$ cat src/rtl/pcss_pkg.sv
// Shared spike-path types and constants: spike id layout {z,y,x}, spike codes,
// and the output-stage state encoding.
package pcss_pkg;

  localparam int unsigned SW_DEF = 24;
  localparam int unsigned CW     = SW_DEF / 3;

  typedef enum logic [1:0] {
    LIF          = 2'b00,
    CODE_COUNT   = 2'b01,
    CODE_POISSON = 2'b10
  } spk_code_e;

  typedef struct packed {
    logic [CW-1:0] z;
    logic [CW-1:0] y;
    logic [CW-1:0] x;
  } spk_id_t;

  typedef enum logic {
    ST_EMPTY = 1'b0,
    ST_VALID = 1'b1
  } out_state_e;

  function automatic logic [SW_DEF-1:0] spk_pack(input logic [CW-1:0] z,
                                                 input logic [CW-1:0] y,
                                                 input logic [CW-1:0] x);
    return {z, y, x};
  endfunction

  function automatic spk_id_t spk_unpack(input logic [SW_DEF-1:0] id);
    return spk_id_t'(id);
  endfunction

endpackage

$ cat src/rtl/sync_fifo.sv
// Single-clock FIFO with occupancy count; push/pop are ignored when full/empty.
// Pointers are AW bits and wrap naturally, so DEPTH must equal 2**AW.
module sync_fifo #(
  parameter int unsigned W     = 24,
  parameter int unsigned DEPTH = 16,
  parameter int unsigned AW    = 4
) (
  input  logic          clk,
  input  logic          rst_n,
  input  logic          clear,
  input  logic          push,
  input  logic [W-1:0]  push_data,
  input  logic          pop,
  output logic [W-1:0]  pop_data,
  output logic [AW:0]   count
);

  localparam logic [AW:0] FULL_CNT = (AW+1)'(DEPTH);

  logic [W-1:0]  mem [DEPTH];
  logic [AW-1:0] wr_ptr;
  logic [AW-1:0] rd_ptr;
  logic          do_push;
  logic          do_pop;

  always_comb begin
    do_push = push && (count != FULL_CNT);
    do_pop  = pop && (count != '0);
  end

  // Storage carries no reset; validity is tracked by the count alone.
  always_ff @(posedge clk) begin
    if (do_push && !clear) begin
      mem[wr_ptr] <= push_data;
    end
  end

  always_ff @(posedge clk or negedge rst_n) begin
    if (!rst_n) begin
      wr_ptr <= '0;
      rd_ptr <= '0;
      count  <= '0;
    end else if (clear) begin
      wr_ptr <= '0;
      rd_ptr <= '0;
      count  <= '0;
    end else begin
      if (do_push) wr_ptr <= wr_ptr + AW'(1);
      if (do_pop)  rd_ptr <= rd_ptr + AW'(1);
      count <= count + (AW+1)'(do_push) - (AW+1)'(do_pop);
    end
  end

  assign pop_data = mem[rd_ptr];

endmodule

$ cat src/rtl/spk_out_buf.sv
// Spike-output buffer: queues fired-neuron ids from the work pipeline, throttles
// it with an almost-full flag, and drains to the router through one output register.
module spk_out_buf
  import pcss_pkg::*;
#(
  parameter int unsigned SW        = SW_DEF,
  parameter int unsigned DEPTH     = 16,
  parameter int unsigned AW        = 4,
  parameter int unsigned AF_MARGIN = 4
) (
  input  logic          clk,
  input  logic          rst_n,
  input  logic [SW-1:0] config_spk_out_neuid,
  input  logic          soma_spk_vld,
  input  logic          config_clear,
  output logic          spk_out_config_full,
  output logic          spk_out_vld,
  output logic [SW-1:0] spk_out_data,
  input  logic          spk_out_rdy,
  output logic          spk_out_empty,
  output logic          spk_out_overflow
);

  localparam logic [AW:0] FULL_CNT = (AW+1)'(DEPTH);
  localparam logic [AW:0] AF_CNT   = (AW+1)'(DEPTH - AF_MARGIN);

  out_state_e    state;
  logic [AW:0]   count;
  logic [SW-1:0] pop_data;
  logic          push_c;
  logic          pop_c;
  logic [AW:0]   count_next_c;

  // Push/pop decisions use the current count, so a full FIFO drops even when popping.
  always_comb begin
    push_c       = soma_spk_vld && !config_clear && (count != FULL_CNT);
    pop_c        = !config_clear && (count != '0) &&
                   ((state == ST_EMPTY) || spk_out_rdy);
    count_next_c = count + (AW+1)'(push_c) - (AW+1)'(pop_c);
  end

  sync_fifo #(
    .W     (SW),
    .DEPTH (DEPTH),
    .AW    (AW)
  ) u_fifo (
    .clk       (clk),
    .rst_n     (rst_n),
    .clear     (config_clear),
    .push      (push_c),
    .push_data (config_spk_out_neuid),
    .pop       (pop_c),
    .pop_data  (pop_data),
    .count     (count)
  );

  // Output stage, almost-full and sticky overflow.
  always_ff @(posedge clk or negedge rst_n) begin
    if (!rst_n) begin
      state               <= ST_EMPTY;
      spk_out_data        <= '0;
      spk_out_config_full <= 1'b0;
      spk_out_overflow    <= 1'b0;
    end else if (config_clear) begin
      state               <= ST_EMPTY;
      spk_out_config_full <= 1'b0;
      spk_out_overflow    <= 1'b0;
    end else begin
      if (pop_c) begin
        spk_out_data <= pop_data;
        state        <= ST_VALID;
      end else if (spk_out_rdy) begin
        state <= ST_EMPTY;
      end
      spk_out_config_full <= (count_next_c >= AF_CNT);
      if (soma_spk_vld && !push_c) begin
        spk_out_overflow <= 1'b1;
      end
    end
  end

  assign spk_out_vld   = (state == ST_VALID);
  assign spk_out_empty = (count == '0) && !spk_out_vld;

endmodule
$ cat config.mk
export PLATFORM = sky130hd
export DESIGN_NAME = spk_out_buf
export DESIGN_NICKNAME = d
export VERILOG_FILES = /design/src/rtl/pcss_pkg.sv /design/src/rtl/sync_fifo.sv /design/src/rtl/spk_out_buf.sv
export SDC_FILE = /design/constraint.sdc
export NUM_CORES = 1
export LEC_CHECK = 0
export CAP_MARGIN = 10
export CORE_MARGIN = 3
export CORE_UTILIZATION = 61
export DETAILED_ROUTE_END_ITERATION = 8
export GPL_ROUTABILITY_DRIVEN = 0
export PLACE_DENSITY = 0.79
export SETUP_SLACK_MARGIN = 0.2
export SLEW_MARGIN = 20
export SYNTH_ARGS = -nofsm -noshare
export SYNTH_HDL_FRONTEND = slang
export SYNTH_SLANG_ARGS = --single-unit
$ cat constraint.sdc
create_clock -name clk -period 3.7 [get_ports clk]
set_input_delay 0.74 -clock clk [delete_from_list [all_inputs] [get_ports clk]]
set_output_delay 0.74 -clock clk [all_outputs]
set_load 0.1 [all_outputs]
### Word level (Yosys, flattened, before mapping)

Memories as Yosys holds them, arrays and structs flattened. A register that Yosys moved wholly into a read port is not among the register bits.
Index checks and enable logic that the tools add are counted.

* memories: 1
* bits of input ports: 29
* bits in writable memories: 384
* flip-flop bits (word level): 16
* output and inout bits: 28

Memory list
* u_fifo.mem: words 16, bits a word 24, read ports 1, clocked after Yosys merged registers in 1, write ports 1, RTL line sync_fifo.sv:20 `logic [W-1:0] mem [DEPTH];`

* multiplexer cells: 13
* equal/unequal tests: 1
* bitwise operators: 2
* $add $sub $neg: 6
* order comparisons: 1
* reduce and logical (&&, ||, !) cells: 21

Operator list (number)
* $mux 4: 4
* $add 5x1->5: 2
* $sub 5x1->5: 2
* $logic_and 1x1->1: 9
* $add 4x1->4 const B: 2
* $mux 1: 8
* $reduce_bool 2->1: 3
* $ge 5x4->1 const B: 1
* $logic_not 5->1: 1
* $mux 5: 1
* $ne 5x5->1 const B: 1
* $reduce_bool 5->1: 1
* $logic_not 1->1: 4
* $reduce_bool 3->1: 1
* $not 1->1: 2
* $reduce_and 2->1: 1
* $logic_or 1x1->1: 1

### Logic depth before layout (Yosys ltp)

Gate-level depths: netlist (run 1).

* word-level depth: 7
* gate-level depth with buffers: 14

### By module

Synthesis (run 1) repeated with hierarchy kept, for this count alone.

* cell total of the unflattened synthesis: 789
* area total of the unflattened synthesis: 16712.3 sq um

Modules (own cells, without submodules)
* sync_fifo: seq. area each 11856.4 sq um, cells an instance 694, area each 15369.7 sq um, times used 1
* spk_out_buf: seq. area each 675.6 sq um, cells an instance 95, area each 1342.5 sq um, times used 1

### Least setup slack after synthesis (run 1)

OpenSTA, ideal clock, no wires.

* path kind: reg-to-reg
* start point: register u_fifo.count[2]
* end point: memory u_fifo.mem[0][0] (enable)
* stages on the path, launching flop included: 7
* setup time: 0.435 ns
* data required time: 3.265 ns
* buffers on the path: 0
* arrival: 2.956 ns
* path slack: 0.309 ns
* cell sequence: dfrtp_1 inv_1 ha_1 and4bb_2 nor3b_2 nand2_1 nor3_1

* word-level cells in the longest chain between the ends: 6

Ends and longest elaborated chain
* from (decl): RTL line sync_fifo.sv:15 `output logic [AW:0] count`
* from (signal assigned): RTL line sync_fifo.sv:50 `count <= count + (AW+1)'(do_push) - (AW+1)'(do_pop);`
* $ne 5x5->1 (*): RTL line sync_fifo.sv:27, spk_out_buf.sv:36
* $logic_and 1x1->1: RTL line spk_out_buf.sv:36 `push_c = soma_spk_vld && !config_clear && (count != FULL_CNT);`
* $logic_and 1x1->1 (*): RTL line sync_fifo.sv:27 `do_push = push && (count != FULL_CNT);`
* $logic_and 1x1->1 (*): RTL line sync_fifo.sv:33 `if (do_push && !clear) begin`
* $mux 1 (*): RTL line sync_fifo.sv:33
* $mux 1 (implied by the code) (*): RTL line sync_fifo.sv:34 `mem[wr_ptr] <= push_data;`
* to (decl): RTL line sync_fifo.sv:20

Every way passes the cells marked *; elsewhere a longest branch is shown, timed or not.

### Worst setup path after layout (run 1)

* start point: register u_fifo.count[3]
* end point: output port spk_out_empty

* word-level cells in the longest chain between the ends: 2

Ends and longest elaborated chain
* $logic_not 5->1: RTL line spk_out_buf.sv:83 `assign spk_out_empty = (count == '0) && !spk_out_vld;`
* $logic_and 1x1->1: RTL line spk_out_buf.sv:83
* to (decl): RTL line spk_out_buf.sv:20 `output logic spk_out_empty,`

No other way between the ends.

==> run metrics, run 1 <==
arrival time worst endpoint 2250 ps; postcts setup bufs 0; total CTS buffers 42; CP top delay family simple AND/OR/NAND/NOR gates; post_cts resized 0; Post-DP HPWL 19200 um; share of the synthesized area in the top cell type 0.702; core area 26300 um2; Slew HR 0.311; synth cell count leaders 384 x edfxtp_1, 96 x mux2i_1, 48 x mux4_2, 48 x o22ai_1, 47 x nor2_1; max-slew violation count 0; chip width 170 um; met3 WL 2220 um; Syn Nets 921; Post-synth EDFFs 384; Fmax achieved 335 MHz; Via Count 8575; sequential share of the synthesized area 0.763; largest net degree at the start of global routing 46; Mapped Cells 877; Worst IR Drop VDD 0.000422 V; vias in the first global route 8806; Post-Route M1 WL 14300 um; CTS H-tree depth 2; cell area after synthesis 16400 um2; ys flop type edfxtp_1; Max Root-Sink Buffers 3; CP Data Required Time 2960 ps; Core Util, Final 0.721; Final WS setup 713 ps; Setup CP Type flop to output port; CP Max Fanout 7; crit path time final 2990 ps; CTS tree done; crit path buf inv count 2; dpl ws 472 ps; Iter 0 DRT Violations 858; DR DRC count 0; Final Total Pwr 13.9 mW; CP Launch Type flop; first-pass GRT wire length 52400 um; crit end category output port; Worst path slowest cell nor4b_2; Initial Utilization 0.625; worst setup path start u_fifo.count[3]; GRT Overall Usage 0.246; crit-path cells inv_1 -> ha_1 -> nor4b_2 -> nor2b_1 -> buf_4; placed cells 1264; Final Hold Viols 0; Layout area overhead 15.3%; Worst-Margin Slew 1030 ps; DR top layer met5; syn avg cell area 18.7 um2; WL final 34600 um; Vias/cell 6.39; I/O Pins 57; hold_ws 276 ps; most area-consuming cells after synthesis edfxtp_1 70%, mux4_2 6.6%, dfrtp_1 6.1%, mux2i_1 5.8%, o22ai_1 1.8%; Pre-Repair DR Iteration Count 5; Antenna diodes 0; DP Area 17600 um2; status completed; Largest stage delay, worst path 530 ps; Die Y 170 um; clk_lat worst skew 540 ps; final setup vio count 0; count leader, synth edfxtp_1; Port Buffers 56; Synth Warn # 0; Pleak 6.11 nW; # hold bufs at CTS 0; WL met2 17000 um; Yosys top cell by area edfxtp_1; clock root buffer clkbuf_16; Clock Sinks 424; wire per inst 25.8 um; filler cell count in the final layout 1551; RSZ-0062 raised after global routing no; NumNets Final 1017; pwr dens 735 nW/um2; setup_tns 0 ps; Clk pin slew, worst setup/hold paths 60 ps; Min-Delay Path Class input pin to async pin; Reg2Reg Launch Point u_fifo.count[3]; number of synthesized register bits 424; period utilization 0.807; antenna viol nets, final 0; post-route non-filler standard cell count 1342; synth unique cells 39; row cnt 59; share of cells above drive strength 1 0.180; initial antenna violation count 1; GRT overflow 0; Async S/R FF share, synth 0.0943; Max Cap Violations 0; Final Skew 20.2 ps; Final Cell Area 18900 um2; Die ar. 28900 um2
## registers in the layout, summed over array words and instances (netlist names)
signal / count
u_fifo.mem: 384
spk_out_data: 24
u_fifo.count: 5
u_fifo.rd_ptr: 4
u_fifo.wr_ptr: 4
spk_out_config_full: 1
spk_out_overflow: 1
spk_out_vld: 1
## logic make-up (layout without fill, tap and decap cells)
logic type,count (synthesis),in the layout,synth area share
AO/OA/AOI/OAI,111,111,0.0439
XOR/XNOR,11,11,0.00586
adder cells (fa/ha/maj),15,15,0.0123
buffers and inverters,60,190,0.0190
flip-flops,424,424,0.763
multiplexers,144,144,0.124
AND/OR/NAND/NOR,112,112,0.0319
## worst register-to-register path: stages, from the launching register on
cell and delay [ps]:
dfrtp_1 380, inv_1 100, ha_1 200, nor4b_2 540
nor3_2 150, ha_1 310, inv_1 40, ha_1 200
fa_1 430, a21oi_1 160, o21bai_1 80, xnor2_1 140
nor2_1 60
## path summary, 6_finish.rpt
path                                         end  slack [ps]  cells after the start
worst min register to register  spk_out_overflow         510                      2
max in group asynchronous        spk_out_data[5]        2680                      2
worst max-delay path               spk_out_empty         710                      5
worst min-delay path            spk_out_data[19]         280                      1
worst max register to register   u_fifo.count[4]         790                     12
min in group clk                spk_out_overflow         510                      2
## per-layer routing
layer / GRT usage / vias up
met2: 0.390 / 370
met3: 0.0418 / 78
met5: 0 / -
met1: 0.351 / 4423
li1: - / 3702
met4: 0.0914 / 2
## power by group
group	total [mW]	switching, mW	internal, mW
Combinational	4.04	2.55	1.50
Sequential	5.79	0.297	5.49
Clock	4.09	1.72	2.37
## layout make-up
| type | instances | area [um2] | area share |
|---|---|---|---|
| Sequential cell | 424 | 12500 | 0.662 |
| Multi-Input combinational cell | 393 | 3660 | 0.193 |
| Clock buffer | 50 | 1110 | 0.0587 |
| Timing Repair Buffer | 100 | 933 | 0.0493 |
| Tap cell | 335 | 419 | 0.0221 |
| Clock inverter | 28 | 230 | 0.0122 |
| Inverter | 12 | 45.0 | 0.00238 |
## cell usage in the layout (no fill, tap or decap), drive strengths merged, types with 4 or more instances in the layout
cell,n
nand2b,4
clkdlybuf4s50,54
dfrtp,40
a211oi,24
clkbuf,50
o22ai,48
buf,46
edfxtp,384
nor2b,6
ha,13
nor2,47
a21oi,7
mux4,48
a31oi,24
mux2i,96
xnor2,9
nor3,7
inv,13
clkinv,24
nand2,33
No activity file was read; power rests on OpenSTA's default activity.
==> inputs of run 2 (changes only) <==
- clock period: 3.7 -> 2.9 ns (I/O delays scaled with it)
==> run 2 against run 1 <==
- sequential power up 26%
- register-to-register slack worse by 410 ps
- first-iteration DRC count up 5.5%
- critical endpoint unchanged
==> run metrics, run 2 (same netlist as run 1, synthesis figures left out) <==
status completed (unchanged); CP Data Required Time 2320 ps (was 2960 ps); crit path buf inv count 3 (was 2); max FFs per register 384 (unchanged); pwr dens 929 nW/um2 (was 735 nW/um2); final setup vio count 0 (unchanged); filler cell count in the final layout 1498 (was 1551); CP top delay family buffers and inverters (was simple AND/OR/NAND/NOR gates); Port Buffers 56 (unchanged); Die Y 170 um (unchanged); first-pass GRT wire length 53600 um (was 52400 um); Worst-Margin Slew 763 ps (was 1030 ps); Clk pin slew, worst setup/hold paths 60 ps (about the same); most frequent cells in the layout 384 x edfxtp_1, 96 x mux2i_1, 63 x buf_4 (was 384 x edfxtp_1, 96 x mux2i_1, 54 x clkdlybuf4s50_1); Post-DP HPWL 19700 um (was 19200 um); initial antenna violation count 0 (was 1); Clock Sinks 424 (unchanged); Initial Utilization 0.625 (unchanged); CTS tree done (unchanged); commonest non-fill, non-tap cell in the layout edfxtp_1 (unchanged); CP Max Fanout 4 (was 7); Max Cap Violations 0 (unchanged); Regs by FF count u_fifo.mem x384, spk_out_data x24, u_fifo.count x5 (unchanged); clock root buffer clkbuf_16 (unchanged); Fmax achieved 384 MHz; Setup CP Type flop to output port (unchanged); Antenna diodes 0 (unchanged); max-slew violation count 0 (unchanged); GRT overflow 0 (unchanged); WL final 35200 um (was 34600 um); CTS H-tree depth 2 (unchanged); period utilization 0.899; largest net degree at the start of global routing 36 (was 46); RSZ-0062 raised after global routing no (unchanged); DR DRC count 0 (unchanged); arrival time worst endpoint 2030 ps (was 2250 ps); Final WS setup 293 ps (was 713 ps); Final Cell Area 19200 um2 (was 18900 um2); Worst path slowest cell dfrtp_1 (was nor4b_2); vias in the first global route 8826 (was 8806); chip width 170 um (unchanged); Iter 0 DRT Violations 905 (was 858); CP Launch Type flop (unchanged); NumNets Final 1028 (was 1017); Worst IR Drop VDD 0.000786 V (was 0.000422 V); Largest stage delay, worst path 380 ps (was 530 ps); clk_lat worst skew 530 ps (was 540 ps); Final Hold Viols 0 (unchanged); dpl ws -49.8 ps (was 472 ps); crit-path cells inv_1 -> ha_2 -> nor4b_4 -> buf_4 -> nor2b_2 -> buf_12 (was inv_1 -> ha_1 -> nor4b_2 -> nor2b_1 -> buf_4); Via Count 8726 (was 8575); Vias/cell 6.45 (was 6.39); antenna viol nets, final 0 (unchanged); share of cells above drive strength 1 0.214 (was 0.180); Slew HR 0.491 (was 0.311); DP Area 17800 um2 (was 17600 um2); core area 26300 um2 (unchanged); I/O Pins 57 (unchanged); Pre-Repair DR Iteration Count 5 (unchanged); # hold bufs at CTS 0 (unchanged); Reg2Reg Launch Point u_fifo.count[2] (was u_fifo.count[3]); worst setup path start u_fifo.count[2] (was u_fifo.count[3]); Max Root-Sink Buffers 3 (unchanged); wire per inst 26.1 um (was 25.8 um); Final Skew 11.4 ps (was 20.2 ps); GRT Overall Usage 0.250 (was 0.246); crit end category output port (unchanged); Layout area overhead 16.8% (was 15.3%); crit path time final 2610 ps; total CTS buffers 42 (unchanged); Die ar. 28900 um2 (unchanged); Reg with most FFs u_fifo.mem (unchanged); row cnt 59 (unchanged); Pleak 6.22 nW (was 6.11 nW); Min-Delay Path Class input pin to async pin (unchanged)
-- run 2: repair_timing --
item / 4_1_cts / 5_1_grt
gates resized for setup: 1 / 3
pin swaps: 0 / 1
setup endpoints to repair: 1 / 3
endpoints found under the hold margin: 0 / 0
buffers inserted: 0 / 2
-- run 2: per-stage QoR --
| step | TNS (ps) | utilization | power (mW) | instances | hold slack, ps |
|---|---|---|---|---|---|
| floorplan | -27440 | - | 11.4 | 877 | 284 |
| global placement | -11.7 | 0.678 | 12.6 | 1273 | 481 |
| detailed placement | -49.8 | 0.678 | 12.7 | 1273 | 489 |
| CTS | 0 | 0.729 | 17.9 | 1350 | 22.1 |
| global route | 0 | 0.730 | 18.5 | 1352 | 38.8 |
| finish | 0 | 0.730 | 17.8 | 1352 | 24.2 |
-- run 2: cell type report --
cell class                      instances  area [um2]  area share
Sequential cell                       424       12500       0.654
Clock buffer                           60        1190      0.0622
Inverter                               12        45.0     0.00235
Clock inverter                         17         134     0.00698
Tap cell                              335         419      0.0218
Multi-Input combinational cell        393        3700       0.193
Timing Repair Buffer                  111        1150      0.0599
-- run 2: routing by layer --
layer  part of all wire  vias up  track usage
met5                  0        -            0
met4              0.028        0       0.0794
met3              0.089       84       0.0490
met2               0.47      483        0.387
met1               0.41     4425        0.370
li1                   -     3734            -
-- run 2: worst register-to-register path, delay by kind of cell, from the launching register on --
| family | cells | cell delay [ps] |
|---|---|---|
| and+or+nand+nor | 3 | 410 |
| DFF | 1 | 380 |
| AOI/OAI and AO/OA | 2 | 260 |
| adders and majority gates | 4 | 1110 |
| buffers and inverters | 2 | 120 |
| xor gates and xnor gates | 1 | 140 |
-- run 2: power breakdown --
group	leakage (nW)	switching, mW	total [mW]	internal, mW
registers	3.93	0.296	7.31	7.01
clock network	0.650	2.12	5.16	3.04
logic	1.64	3.43	5.36	1.93
total	6.22	5.84	17.8	12.0
-- run 2: final timing paths --
check                              endpoint  slack (ps)  cells past startpoint
setup / recovery              spk_out_empty         290                      6
hold / removal             spk_out_data[15]          20                      2
setup reg to reg            u_fifo.count[4]         380                     12
hold reg to reg            spk_out_overflow         500                      2
max in group asynchronous  u_fifo.rd_ptr[1]        2510                      2
min in group clk           spk_out_overflow         500                      2
==> inputs of run 3 (changes only) <==
- CORE_UTILIZATION: 61 -> 63
- DONT_BUFFER_PORTS: unset -> 1
==> run 3 against run 2 <==
- total power fell by 2.1%
- sequential power is 18% higher
- final cell count shrank 5.2%
- worst hold slack better by 74 ps
- fmax shrank 0.60%
- utilization shrank 0.24 points
- design area shrank 3.7%
- register-to-register slack got worse by 100 ps
- routed wire length decreased by 0.38%
- sequential cell count unchanged
- largest cell class unchanged
- largest power group unchanged
- highest routed layer unchanged
==> run metrics, run 3 (same netlist as run 1, synthesis figures left out) <==
Fmax achieved 381 MHz (was 384 MHz); Final Skew 19.7 ps (was 11.4 ps); Worst IR Drop VDD 0.000719 V (was 0.000786 V); Iter 0 DRT Violations 979 (was 905); Layout area overhead 12.5% (was 16.8%); crit-path cells inv_1 -> ha_1 -> and4bb_2 -> nor3b_1 -> ha_1 -> inv_1 -> fa_1 -> nand2b_4 -> a21oi_2 -> nor3_1 -> o32ai_1 (was inv_1 -> ha_2 -> nor4b_4 -> buf_4 -> nor2b_2 -> buf_12); Setup CP Type flop to flop (was flop to output port); antenna viol nets, final 0 (unchanged); NumNets Final 964 (was 1028); GRT overflow 0 (unchanged); CP top delay family adder cells (was buffers and inverters); crit path time final 2620 ps (was 2610 ps); Antenna diodes 0 (unchanged); Via Count 8532 (was 8726); status completed (unchanged); Clock Sinks 424 (unchanged); first-pass GRT wire length 53100 um (was 53600 um); chip width 167 um (was 170 um); crit path buf inv count 2 (was 3); initial antenna violation count 0 (unchanged); CP Data Required Time 3330 ps (was 2320 ps); largest net degree at the start of global routing 49 (was 36); share of cells above drive strength 1 0.193 (was 0.214); WL final 35100 um (was 35200 um); DR DRC count 0 (unchanged); CTS tree done (unchanged); Vias/cell 6.66 (was 6.45); clk_lat worst skew 530 ps (about the same); Pleak 5.91 nW (was 6.22 nW); Regs by FF count u_fifo.mem x384, spk_out_data x24, u_fifo.count x5 (unchanged); R2R depth 11 (was 12); Max Cap Violations 0 (unchanged); Max Root-Sink Buffers 3 (unchanged); Die Y 167 um (was 170 um); max-slew violation count 0 (unchanged); Final Hold Viols 0 (unchanged); Slew HR 0.343 (was 0.491); Post-DP HPWL 19100 um (was 19700 um); most frequent cells in the layout 384 x edfxtp_1, 96 x mux2i_1, 48 x mux4_2, 48 x o22ai_1, 43 x clkbuf_16 (was 384 x edfxtp_1, 96 x mux2i_1, 63 x buf_4); Worst path slowest cell fa_1 (was dfrtp_1); final setup vio count 0 (unchanged); Reg2Reg Launch Point u_fifo.count[2] (unchanged); Largest stage delay, worst path 420 ps (was 380 ps); hold_ws 97.7 ps (was 24.2 ps); max FFs per register 384 (unchanged); RSZ-0062 raised after global routing yes (was no); R2R setup slack 280 ps (was 380 ps); Reg with most FFs u_fifo.mem (unchanged); commonest non-fill, non-tap cell in the layout edfxtp_1 (unchanged); pwr dens 944 nW/um2 (was 929 nW/um2); wire per inst 27.4 um (was 26.1 um); I/O Pins 57 (unchanged); Min-Delay Path Class input pin to flop (was input pin to async pin); Die ar. 28100 um2 (was 28900 um2); Core Util, Final 0.728 (was 0.730); CP Max Fanout 3 (was 4); Worst R2R End spk_out_config_full (was u_fifo.count[4]); Hold Startpoint config_clear; row cnt 58 (was 59); total CTS buffers 41 (was 42); filler cell count in the final layout 1417 (was 1498); Hold Crit Depth 1; CP Launch Type flop (unchanged); arrival time worst endpoint 3050 ps (was 2030 ps); core area 25400 um2 (was 26300 um2); GRT Overall Usage 0.252 (was 0.250); Final Total Pwr 17.5 mW (was 17.8 mW); Pre-Repair DR Iteration Count 5 (unchanged); clock root buffer clkbuf_16 (unchanged); CTS H-tree depth 2 (unchanged); period utilization 0.904 (was 0.899); Clk pin slew, worst setup/hold paths 70 ps (was 60 ps); hold path endpoint spk_out_vld; vias in the first global route 8824 (was 8826); Initial Utilization 0.647 (was 0.625); crit end category flop (was output port); Worst-Margin Slew 986 ps (was 763 ps); Port Buffers 0 (was 56)
==> run 3: through the flow <==
step	setup WS [ps]	TNS, ps	cell area, um2	instances
floorplan	-489	-27440	16500	877
global placement	371	0	17100	1202
detailed placement	182	0	17100	1202
CTS	220	0	18400	1279
global route	120	0	18500	1282
finish	277	0	18500	1282
==> run 3: power by group <==
part / switching, mW / internal (mW)
combinational: 1.92 / 1.69
clock: 2.17 / 3.01
sequential: 1.67 / 6.98
==> run 3: cell type report <==
type	count	area (um2)	area share
Multi-Input combinational cell	393	3700	0.200
Clock inverter	20	178	0.00961
Inverter	12	45.0	0.00244
Sequential cell	424	12500	0.679
Clock buffer	55	1130	0.0612
Tap cell	330	413	0.0223
Timing Repair Buffer	48	474	0.0257
==> run 3: routing by layer <==
layer,global-route usage,wire length [um]
met1,0.353,13500
met2,0.411,17600
met3,0.0519,3240
met4,0.0790,777
met5,0,0
==> run 3: worst max path at each step <==
stage / endpoint / cells past startpoint / start / slack, ps
after CTS: spk_out_empty / 6 / u_fifo.count[3] / 220
after global placement: u_fifo.count[4] / 12 / u_fifo.count[3] / 370
after floorplan: u_fifo.mem[1][0] / 6 / u_fifo.count[2] / -490
after global routing: spk_out_config_full / 13 / u_fifo.count[2] / 120
final: spk_out_config_full / 11 / u_fifo.count[2] / 280
after detailed placement: u_fifo.count[4] / 12 / u_fifo.count[3] / 180
==> run 3: what timing repair did <==
action                                  CTS  global route
endpoints found under the hold margin    40             0
endpoints found under the setup margin    2             6
hold buffers                              2             0
setup buffers                             0             3
resized for setup                         2             9
